### src/rtl/first_stage_reg.sv
// First stage of a dual-rail adder/subtractor: per-bit half-sum and generate terms,
// registered as rail pairs so downstream completion logic sees only NULL or valid codes.
module first_stage_reg (
  input  logic clk,
  input  logic rst_n,
  input  logic s,
  input  logic x3,
  input  logic x2,
  input  logic x1,
  input  logic x0,
  input  logic y3,
  input  logic y2,
  input  logic y1,
  input  logic y0,
  output logic a3_1,
  output logic a3_0,
  output logic a2_1,
  output logic a2_0,
  output logic a1_1,
  output logic a1_0,
  output logic a0_1,
  output logic a0_0,
  output logic b4_1,
  output logic b4_0,
  output logic b3_1,
  output logic b3_0,
  output logic b2_1,
  output logic b2_0,
  output logic b1_1,
  output logic b1_0
);

  logic [3:0] x;
  logic [3:0] y_eff;
  logic [3:0] a_t_d, a_t_q;
  logic [3:0] a_f_d, a_f_q;
  logic [3:0] b_t_d, b_t_q;
  logic [3:0] b_f_d, b_f_q;

  // Subtract uses the ones' complement of Y; the +1 carry-in is added downstream.
  always_comb begin
    x     = {x3, x2, x1, x0};
    y_eff = {y3, y2, y1, y0} ^ {4{s}};
    a_t_d = x ^ y_eff;
    a_f_d = ~a_t_d;
    b_t_d = x & y_eff;
    b_f_d = ~b_t_d;
  end

  // Both rails are captured on the same edge, so a pair moves NULL->valid in one step.
  always_ff @(posedge clk or negedge rst_n) begin
    if (!rst_n) begin
      a_t_q <= 4'b0000;
      a_f_q <= 4'b0000;
      b_t_q <= 4'b0000;
      b_f_q <= 4'b0000;
    end else begin
      a_t_q <= a_t_d;
      a_f_q <= a_f_d;
      b_t_q <= b_t_d;
      b_f_q <= b_f_d;
    end
  end

  assign {a3_1, a2_1, a1_1, a0_1} = a_t_q;
  assign {a3_0, a2_0, a1_0, a0_0} = a_f_q;
  assign {b4_1, b3_1, b2_1, b1_1} = b_t_q;
  assign {b4_0, b3_0, b2_0, b1_0} = b_f_q;

endmodule

### config.mk
export PLATFORM = sky130hd
export DESIGN_NAME = first_stage_reg
export DESIGN_NICKNAME = d
export VERILOG_FILES = /design/src/rtl/first_stage_reg.sv
export SDC_FILE = /design/constraint.sdc
export NUM_CORES = 1
export LEC_CHECK = 0
export ABC_AREA = 1
export BUFFER_PORTS_ARGS = -buffer_cell sky130_fd_sc_hd__buf_4
export CORE_MARGIN = 4
export CORE_UTILIZATION = 44
export DETAILED_ROUTE_END_ITERATION = 6
export PLACE_DENSITY = 0.74
export SKIP_CTS_REPAIR_TIMING = 1
export SLEW_MARGIN = 20
export SYNTH_ARGS = -nofsm -noshare
export SYNTH_HDL_FRONTEND = slang
export SYNTH_SLANG_ARGS = --single-unit
### constraint.sdc
create_clock -name clk -period 0.8 [get_ports clk]
set_clock_uncertainty 0.15 [all_clocks]
set_input_delay 0.12 -clock clk [delete_from_list [all_inputs] [get_ports clk]]
set_output_delay 0.12 -clock clk [all_outputs]
set_load 0.005 [all_outputs]
==> results of run 1 <==
==> metrics by stage <==
stage	hold slack [ns]	cell area (um^2)	worst slack, ns
finish	-0.0719	1020	-0.261
global route	-0.0897	1020	-0.309
CTS	-0.477	947	-0.272
detailed placement	-0.160	911	-0.194
global placement	-0.163	911	-0.186
floorplan	-0.326	697	-0.00921
==> report_power, final <==
| group | total [mW] | internal (mW) | leakage (nW) | switching [mW] |
|---|---|---|---|---|
| Combinational | 0.356 | 0.217 | 0.334 | 0.138 |
| Sequential | 0.918 | 0.884 | 0.186 | 0.0339 |
| Clock | 0.518 | 0.277 | 0.0210 | 0.242 |
==> synth_stat cells <==
master,count
dfrtp_1,16
ha_1,12
inv_1,12
nand2_1,12
inv_2,1
==> routing by layer <==
metal  GRT usage  wire length (um)  vias up
met3      0.0391                89        2
met5           0                 0        -
li1            -                 -      216
met2       0.209               609       14
met1      0.0925               360      206
met4       0.102                12        0
==> layout make-up <==
class | count | area share
Multi-Input combinational cell | 24 | 0.236
Tap cell | 15 | 0.0185
Clock buffer | 4 | 0.0357
Timing Repair Buffer | 27 | 0.261
Inverter | 13 | 0.0554
Sequential cell | 16 | 0.394
==> logic make-up (layout without fill, tap and decap cells) <==
group                      count (synthesis)  in the layout  share of synthesized area
buffers and inverters                     13             44                     0.0757
and+or+nand+nor                           12             12                     0.0699
adders and majority gates                 12             12                      0.233
DFF                                       16             16                      0.621
==> cell usage in the layout (no fill, tap or decap), drive strengths merged <==
cell type / synthesis / final
buf: 0 / 26
dfrtp: 16 / 16
inv: 13 / 13
ha: 12 / 12
nand2: 12 / 12
clkbuf: 0 / 4
dlygate4sd3: 0 / 1
==> final timing paths <==
path	depth (start not counted)	startpoint	slack (ns)	end
worst max-delay path	1	a_f_q[2]	-0.26	a2_0
max in group asynchronous	2	rst_n	0.23	b_f_q[1]
worst min-delay path	2	x3	-0.07	a_t_q[3]
min in group asynchronous	2	rst_n	0.09	b_t_q[2]
==> state kept, by name, indices dropped and copies added, names as in the netlist <==
signal  flops
b_t_q       4
a_f_q       4
a_t_q       4
b_f_q       4
==> impl_metrics.csv, run 1 <==
group,metric,value,unit
drt,drt-total-wl,1070,um
synthesis,ys_seq_area_frac,0.621,
synthesis,synth_cells,53,
setup_path,cp-start-kind,"flop",
global_routing,grt_pass1_wl,1650,um
worst_hold_path,worstHoldPathType,"input port to flop",
setup_path,crit_path_cell_trace,"buf_6",
placed_design,dp.cells,94,
final_layout,nNetsFinal,108,
synthesis,synth_warnings,0,
sta,setup-tns-final,-3.88,ns
clocking,cts.sinks,16,
synthesis,syn_area,644,um^2
clocking,cts_tree,"built",
synthesis,ys_seq_elements,16,
placed_design,place_congestion,0.719,
final_layout,multi_input_area,240,um^2
drt,drc,0,
sta,worstMarginPinSlew,0.201,ns
synthesis,yosysUniqueCellTypes,5,
global_routing,antenna_found_initial,0,
drt,antenna_left,0,
global_routing,overflow,0,
synthesis,netlist.area_leader.share,0.621,
setup_path,path_buf_inv,1,
global_routing,grt_max_degree,17,
sta,fin_crit_sh,1.33,
sta,max_freq,942,MHz
floorplanning,initial_core_util,0.483,
clocking,cts_buffers,3,
floorplanning,std_cell_rows,13,
power_and_ir_drop,power_density,1760,nW/um^2
floorplanning,dieArea,2140,um^2
clocking,htreeDepth,1,
setup_path,cp_slowest_stage_delay,0.39,ns
global_routing,track_usage,0.114,
final_layout,post-route-util,0.763,
final_layout,antenna_cells,0,
setup_path,slowest_stage,"dfrtp_1",
drt,route.vias.total,438,
clocking,clkTransAtPathRegs,0.09,ns
setup_path,arrival,0.79,ns
synthesis,yosys-top-cells-area,"dfrtp_1 (62%), ha_1 (23%), inv_1 (7.0%)",
final_layout,areaGrowthSynthToFinish,57.9,%
final_layout,final_cells,99,
sta,period_needed,1.06,ns
global_routing,grt_pass1_vias,422,
job,cap_violations,0,
drt,via_per_inst,4.42,
synthesis,synth_top_area_cell,"dfrtp_1",
setup_path,crit_required,0.53,ns
placed_design,portBuffers,26,
power_and_ir_drop,peakVddDrop,0.992,mV
sta,slew_violations,0,
setup_path,worst-setup-path-type,"flop to primary output",
clocking,cts_root_buf,"clkbuf_4",
synthesis,syn_area_per_cell,12.2,um^2
sta,fin_ws,-0.261,ns
power_and_ir_drop,p_leak,0.540,nW
sta,hold_violations,14,
power_and_ir_drop,finalPower,1.79,mW
status,outcome,"complete, but fails checks",
drt,routedWlPerCell,10.8,um
floorplanning,die_w,46.3,um
final_layout,layout-drive-gt1-share,0.536,
placed_design,hpwl,824,um
sta,rsz0062_at_grt,"true",
setup_path,critPathCaptureType,"primary output",
drt,firstDrtPassIters,4,
floorplanning,ios,27,
floorplanning,die_height,46.3,um
synthesis,synth_nets,76,
final_layout,seqCellArea,400,um^2
final_layout,fill_cells,89,
floorplanning,core_area,1330,um^2
sta,setup_viol,16,
drt,drt_iter0_drc,2,
setup_path,worst-path-max-fanout,1,
setup_path,path_delay_family,"flip-flops",
clocking,cts_buffer_depth,2,
sta,whs,-0.0719,ns
sta,relSlewSlack,0.866,
status,violations,"hold timing, setup timing",
Power figures use the tool's default switching activity.
==> run 2: changes to the inputs <==
--- a/config.mk
+++ b/config.mk
@@ -10,6 +10,7 @@
 export CORE_MARGIN = 4
 export CORE_UTILIZATION = 44
 export DETAILED_ROUTE_END_ITERATION = 6
+export MAX_ROUTING_LAYER = met4
 export PLACE_DENSITY = 0.74
 export SKIP_CTS_REPAIR_TIMING = 1
 export SLEW_MARGIN = 20
==> run 2 against run 1 <==
Compared with the run above:
- cell area unchanged
- highest routed layer unchanged
- the run still ends with hold timing, setup timing left
- non-clock buffer count unchanged
- worst setup slack about the same
==> impl_metrics.csv, run 2 (synthesis gave the netlist of run 1 again) <==
group,metric,value,unit
status,outcome,"complete, but fails checks",
status,violations,"hold timing, setup timing",
final_layout,layout_common_cells,"dfrtp_1 (16), buf_6 (16), ha_1 (10), buf_4 (10)",
sta,setup_viol,16,
sta,worstMarginPinSlew,0.201,ns
clocking,clkTransAtPathRegs,0.09,ns
global_routing,overflow,0,
setup_path,worst-setup-path-type,"flop to primary output",
final_layout,nNetsFinal,108,
placed_design,place_congestion,0.727,
final_layout,antenna_cells,0,
sta,fin_crit_sh,1.33,
floorplanning,die_height,46.3,um
setup_path,worst-path-max-fanout,1,
drt,route.vias.total,438,
drt,drc,0,
floorplanning,ios,27,
sta,max_freq,942,MHz
placed_design,portBuffers,26,
sta,period_needed,1.06,ns
final_layout,post-route-util,0.763,
power_and_ir_drop,peakVddDrop,0.992,mV
floorplanning,std_cell_rows,13,
setup_path,cp_slowest_stage_delay,0.39,ns
setup_path,path_delay_family,"flip-flops",
global_routing,antenna_found_initial,0,
clocking,cts_buffer_depth,2,
sta,fin_ws,-0.261,ns
drt,drt_iter0_drc,1,
floorplanning,initial_core_util,0.483,
setup_path,crit_cells,1,
floorplanning,dieArea,2140,um^2
setup_path,slowest_stage,"dfrtp_1",
drt,routedWlPerCell,10.8,um
drt,firstDrtPassIters,4,
final_layout,layout-drive-gt1-share,0.536,
sta,setup-tns-final,-3.86,ns
global_routing,grt_pass1_vias,422,
global_routing,grt_pass1_wl,1640,um
floorplanning,core_area,1330,um^2
setup_path,crit_required,0.53,ns
sta,relSlewSlack,0.866,
global_routing,grt_max_degree,17,
job,cap_violations,0,
power_and_ir_drop,power_density,1760,nW/um^2
clocking,htreeDepth,1,
final_layout,areaGrowthSynthToFinish,57.9,%
floorplanning,die_w,46.3,um
drt,drt-total-wl,1070,um
sta,hold_violations,14,
setup_path,cp-start-kind,"flop",
sta,rsz0062_at_grt,"true",
setup_path,crit_path_cell_trace,"buf_6",
sta,whs,-0.0719,ns
clocking,cts.sinks,16,
worst_hold_path,worstHoldPathType,"input port to flop",
power_and_ir_drop,finalPower,1.79,mW
drt,via_per_inst,4.42,
clocking,cts_root_buf,"clkbuf_4",
worst_hold_path,whs_path_depth,2,
global_routing,track_usage,0.118,
setup_path,critPathCaptureType,"primary output",
clocking,cts_tree,"built",
placed_design,hpwl,824,um
sta,slew_violations,0,
setup_path,path_buf_inv,1,
power_and_ir_drop,p_leak,0.540,nW
clocking,cts_buffers,3,
drt,antenna_left,0,
setup_path,arrival,0.79,ns
-- run 2: cell counts in the layout (fill, tap and decap cells not counted) --
No cell type changed its count.
-- run 2: layout make-up --
class	count	area [um^2]
Timing Repair Buffer	27	265
Fill cell	89	317
Tap cell	15	18.8
Clock buffer	4	36.3
Inverter	13	56.3
Sequential cell	16	400
Multi-Input combinational cell	24	240
-- run 2: layer usage --
metal,global-route usage,vias up,part of all wire
li1,-,216,-
met3,0.0313,2,0.075
met5,-,-,0
met2,0.209,14,0.57
met1,0.0973,206,0.34
met4,0.102,0,0.011
-- run 2: worst paths after layout --
kind                       startpoint       end  slack [ns]
max in group asynchronous       rst_n  b_f_q[1]        0.22
hold / removal                     x3  a_t_q[3]       -0.07
min in group asynchronous       rst_n  b_t_q[2]        0.09
setup / recovery             a_f_q[2]      a2_0       -0.26
-- run 2: through the flow --
step | std cells | setup WS [ns] | instance area, um^2 | hold WS, ns
2_1_floorplan | 53 | -0.00921 | 697 | -0.326
3_3_place_gp | 94 | -0.186 | 911 | -0.163
3_5_place_dp | 94 | -0.194 | 911 | -0.160
4_1_cts | 98 | -0.272 | 947 | -0.477
5_1_grt | 99 | -0.309 | 1020 | -0.0897
6_report | 99 | -0.261 | 1020 | -0.0719
-- run 2: power by group --
| part | switching, mW | leakage, nW | internal [mW] |
|---|---|---|---|
| clock network | 0.238 | 0.0210 | 0.277 |
| registers | 0.0339 | 0.186 | 0.884 |
| logic | 0.138 | 0.334 | 0.217 |
==> run 3: changes to the inputs <==
--- a/config.mk
+++ b/config.mk
@@ -8,10 +8,10 @@
 export ABC_AREA = 1
 export BUFFER_PORTS_ARGS = -buffer_cell sky130_fd_sc_hd__buf_4
 export CORE_MARGIN = 4
-export CORE_UTILIZATION = 44
+export CORE_UTILIZATION = 40
 export DETAILED_ROUTE_END_ITERATION = 6
 export MAX_ROUTING_LAYER = met4
-export PLACE_DENSITY = 0.74
+export PLACE_DENSITY = 0.71
 export SKIP_CTS_REPAIR_TIMING = 1
 export SLEW_MARGIN = 20
 export SYNTH_ARGS = -nofsm -noshare
==> constraint.sdc (replaced) <==
create_clock -name clk -period 0.9 [get_ports clk]
set_clock_uncertainty 0.15 [all_clocks]
set_input_delay 0.135 -clock clk [delete_from_list [all_inputs] [get_ports clk]]
set_output_delay 0.135 -clock clk [all_outputs]
set_load 0.005 [all_outputs]
==> run 3 against run 2 <==
Compared with the run above:
- the flow still finishes with violations (hold timing, setup timing)
- worst hold slack gained 0.018 ns
- non-clock buffer count is the same
- first-iteration DRC count grew to 3.0 times the previous value
- core utilization shrank 12 points
- flip-flop and latch count is the same
- worst setup slack gained 0.091 ns
- cell count grew 1.0%
- via count shrank 1.6%
- cell area shrank 5.0%
- global-route usage shrank 0.92 points
- critical path depth is the same
- critical endpoint is now a3_0
- largest cell class unchanged
- largest power group unchanged
==> impl_metrics.csv, run 3 (synthesis gave the netlist of run 1 again) <==
group,metric,value,unit
drt,drt_iter0_drc,3,
status,outcome,"complete, but fails checks",
global_routing,grt_pass1_wl,1630,um
drt,drt-total-wl,1100,um
status,violations,"hold timing, setup timing",
placed_design,place_area,860,um^2
floorplanning,ios,27,
clocking,htreeDepth,1,
sta,slew_violations,0,
clocking,clkTransAtPathRegs,0.10,ns
drt,firstDrtPassIters,2,
power_and_ir_drop,p_leak,0.543,nW
placed_design,hpwl,870,um
setup_path,slowest_stage,"dfrtp_1",
floorplanning,dieArea,2320,um^2
final_layout,post-route-util,0.641,
final_layout,layout_common_cells,"dfrtp_1 (16), buf_6 (16), inv_1 (12), nand2_1 (12), ha_1 (12)",
final_layout,areaGrowthSynthToFinish,49.9,%
sta,worstMarginPinSlew,0.212,ns
setup_path,worst-path-max-fanout,1,
floorplanning,initial_core_util,0.428,
sta,period_needed,1.07,ns
sta,fin_ws,-0.170,ns
floorplanning,die_height,48.1,um
power_and_ir_drop,power_density,1610,nW/um^2
worst_hold_path,whs_path_depth,2,
setup_path,crit_path_cell_trace,"buf_6",
sta,relSlewSlack,0.859,
sta,fin_crit_sh,1.19,
setup_path,cp_slowest_stage_delay,0.39,ns
clocking,cts_buffer_depth,2,
global_routing,grt_max_degree,17,
setup_path,cp-start-kind,"flop",
setup_path,crit_required,0.61,ns
sta,setup_viol,16,
setup_path,critPathCaptureType,"primary output",
worst_hold_path,holdPathEnd,"a_t_q[2]",
global_routing,antenna_found_initial,0,
floorplanning,die_w,48.1,um
setup_path,path_buf_inv,1,
worst_hold_path,worstHoldPathType,"input port to flop",
worst_hold_path,hp-start,"x2",
drt,via_per_inst,4.31,
final_layout,antenna_cells,0,
sta,rsz0062_at_grt,"true",
sta,max_freq,935,MHz
sta,hold_violations,13,
clocking,cts_buffers,3,
global_routing,track_usage,0.108,
final_layout,layout-drive-gt1-share,0.369,
placed_design,place_congestion,0.669,
global_routing,overflow,0,
job,cap_violations,0,
global_routing,grt_pass1_vias,408,
floorplanning,core_area,1510,um^2
drt,route.vias.total,431,
power_and_ir_drop,peakVddDrop,1.00,mV
clocking,cts_tree,"built",
final_layout,nNetsFinal,108,
sta,setup-tns-final,-2.44,ns
setup_path,arrival,0.78,ns
setup_path,path_delay_family,"flip-flops",
setup_path,worst-setup-path-type,"flop to primary output",
placed_design,portBuffers,26,
sta,whs,-0.0543,ns
drt,antenna_left,0,
drt,routedWlPerCell,11.0,um
final_layout,fill_cells,121,
floorplanning,std_cell_rows,14,
final_layout,finalInstanceArea,966,um^2
clocking,cts_root_buf,"clkbuf_4",
clocking,cts.sinks,16,
power_and_ir_drop,finalPower,1.56,mW
drt,drc,0,
## run 3: changes by cell type in the layout (fill, tap and decap cells not counted)
cell / change
inv_4: -3
nand2_2: -8
ha_4: -2
inv_2: -1
inv_1: +4
ha_1: +2
nand2_1: +8
## run 3: worst max path at each step
| stage | from | to | slack [ns] | cells past startpoint |
|---|---|---|---|---|
| detailed placement | s | a_f_q[0] | -0.12 | 6 |
| floorplan | s | a_f_q[0] | 0.06 | 5 |
| finish | a_f_q[3] | a3_0 | -0.17 | 1 |
| global placement | s | a_f_q[2] | -0.11 | 6 |
| CTS | b_f_q[0] | b1_0 | -0.19 | 1 |
| global route | a_f_q[3] | a3_0 | -0.20 | 1 |
## run 3: final cells by class
type,count,area (um^2),area share
sequential,16,400,0.415
timing repair buffer,27,265,0.275
multi-input combinational,24,195,0.202
inverter,13,48.8,0.0505
clock buffer,4,36.3,0.0376
tap,16,20.0,0.0207
## run 3: power breakdown
part	total [mW]	internal, mW	leakage [nW]	switching, mW
registers	0.816	0.786	0.186	0.0309
clock network	0.456	0.245	0.0210	0.211
logic	0.286	0.179	0.336	0.107
total	1.56	1.21	0.543	0.349
## run 3: per-stage QoR
step | setup slack, ns | cells
after floorplan | 0.0581 | 53
after global placement | -0.109 | 95
after detailed placement | -0.119 | 95
after CTS | -0.187 | 99
after global routing | -0.203 | 100
final | -0.170 | 100
## run 3: metal layers
| metal | routed length, um | vias to the layer above | GRT usage |
|---|---|---|---|
| met4 | 27 | 0 | 0.0484 |
| met5 | 0 | - | - |
| met2 | 556 | 16 | 0.193 |
| met3 | 86 | 2 | 0.0332 |
| met1 | 433 | 202 | 0.108 |
| li1 | - | 211 | - |
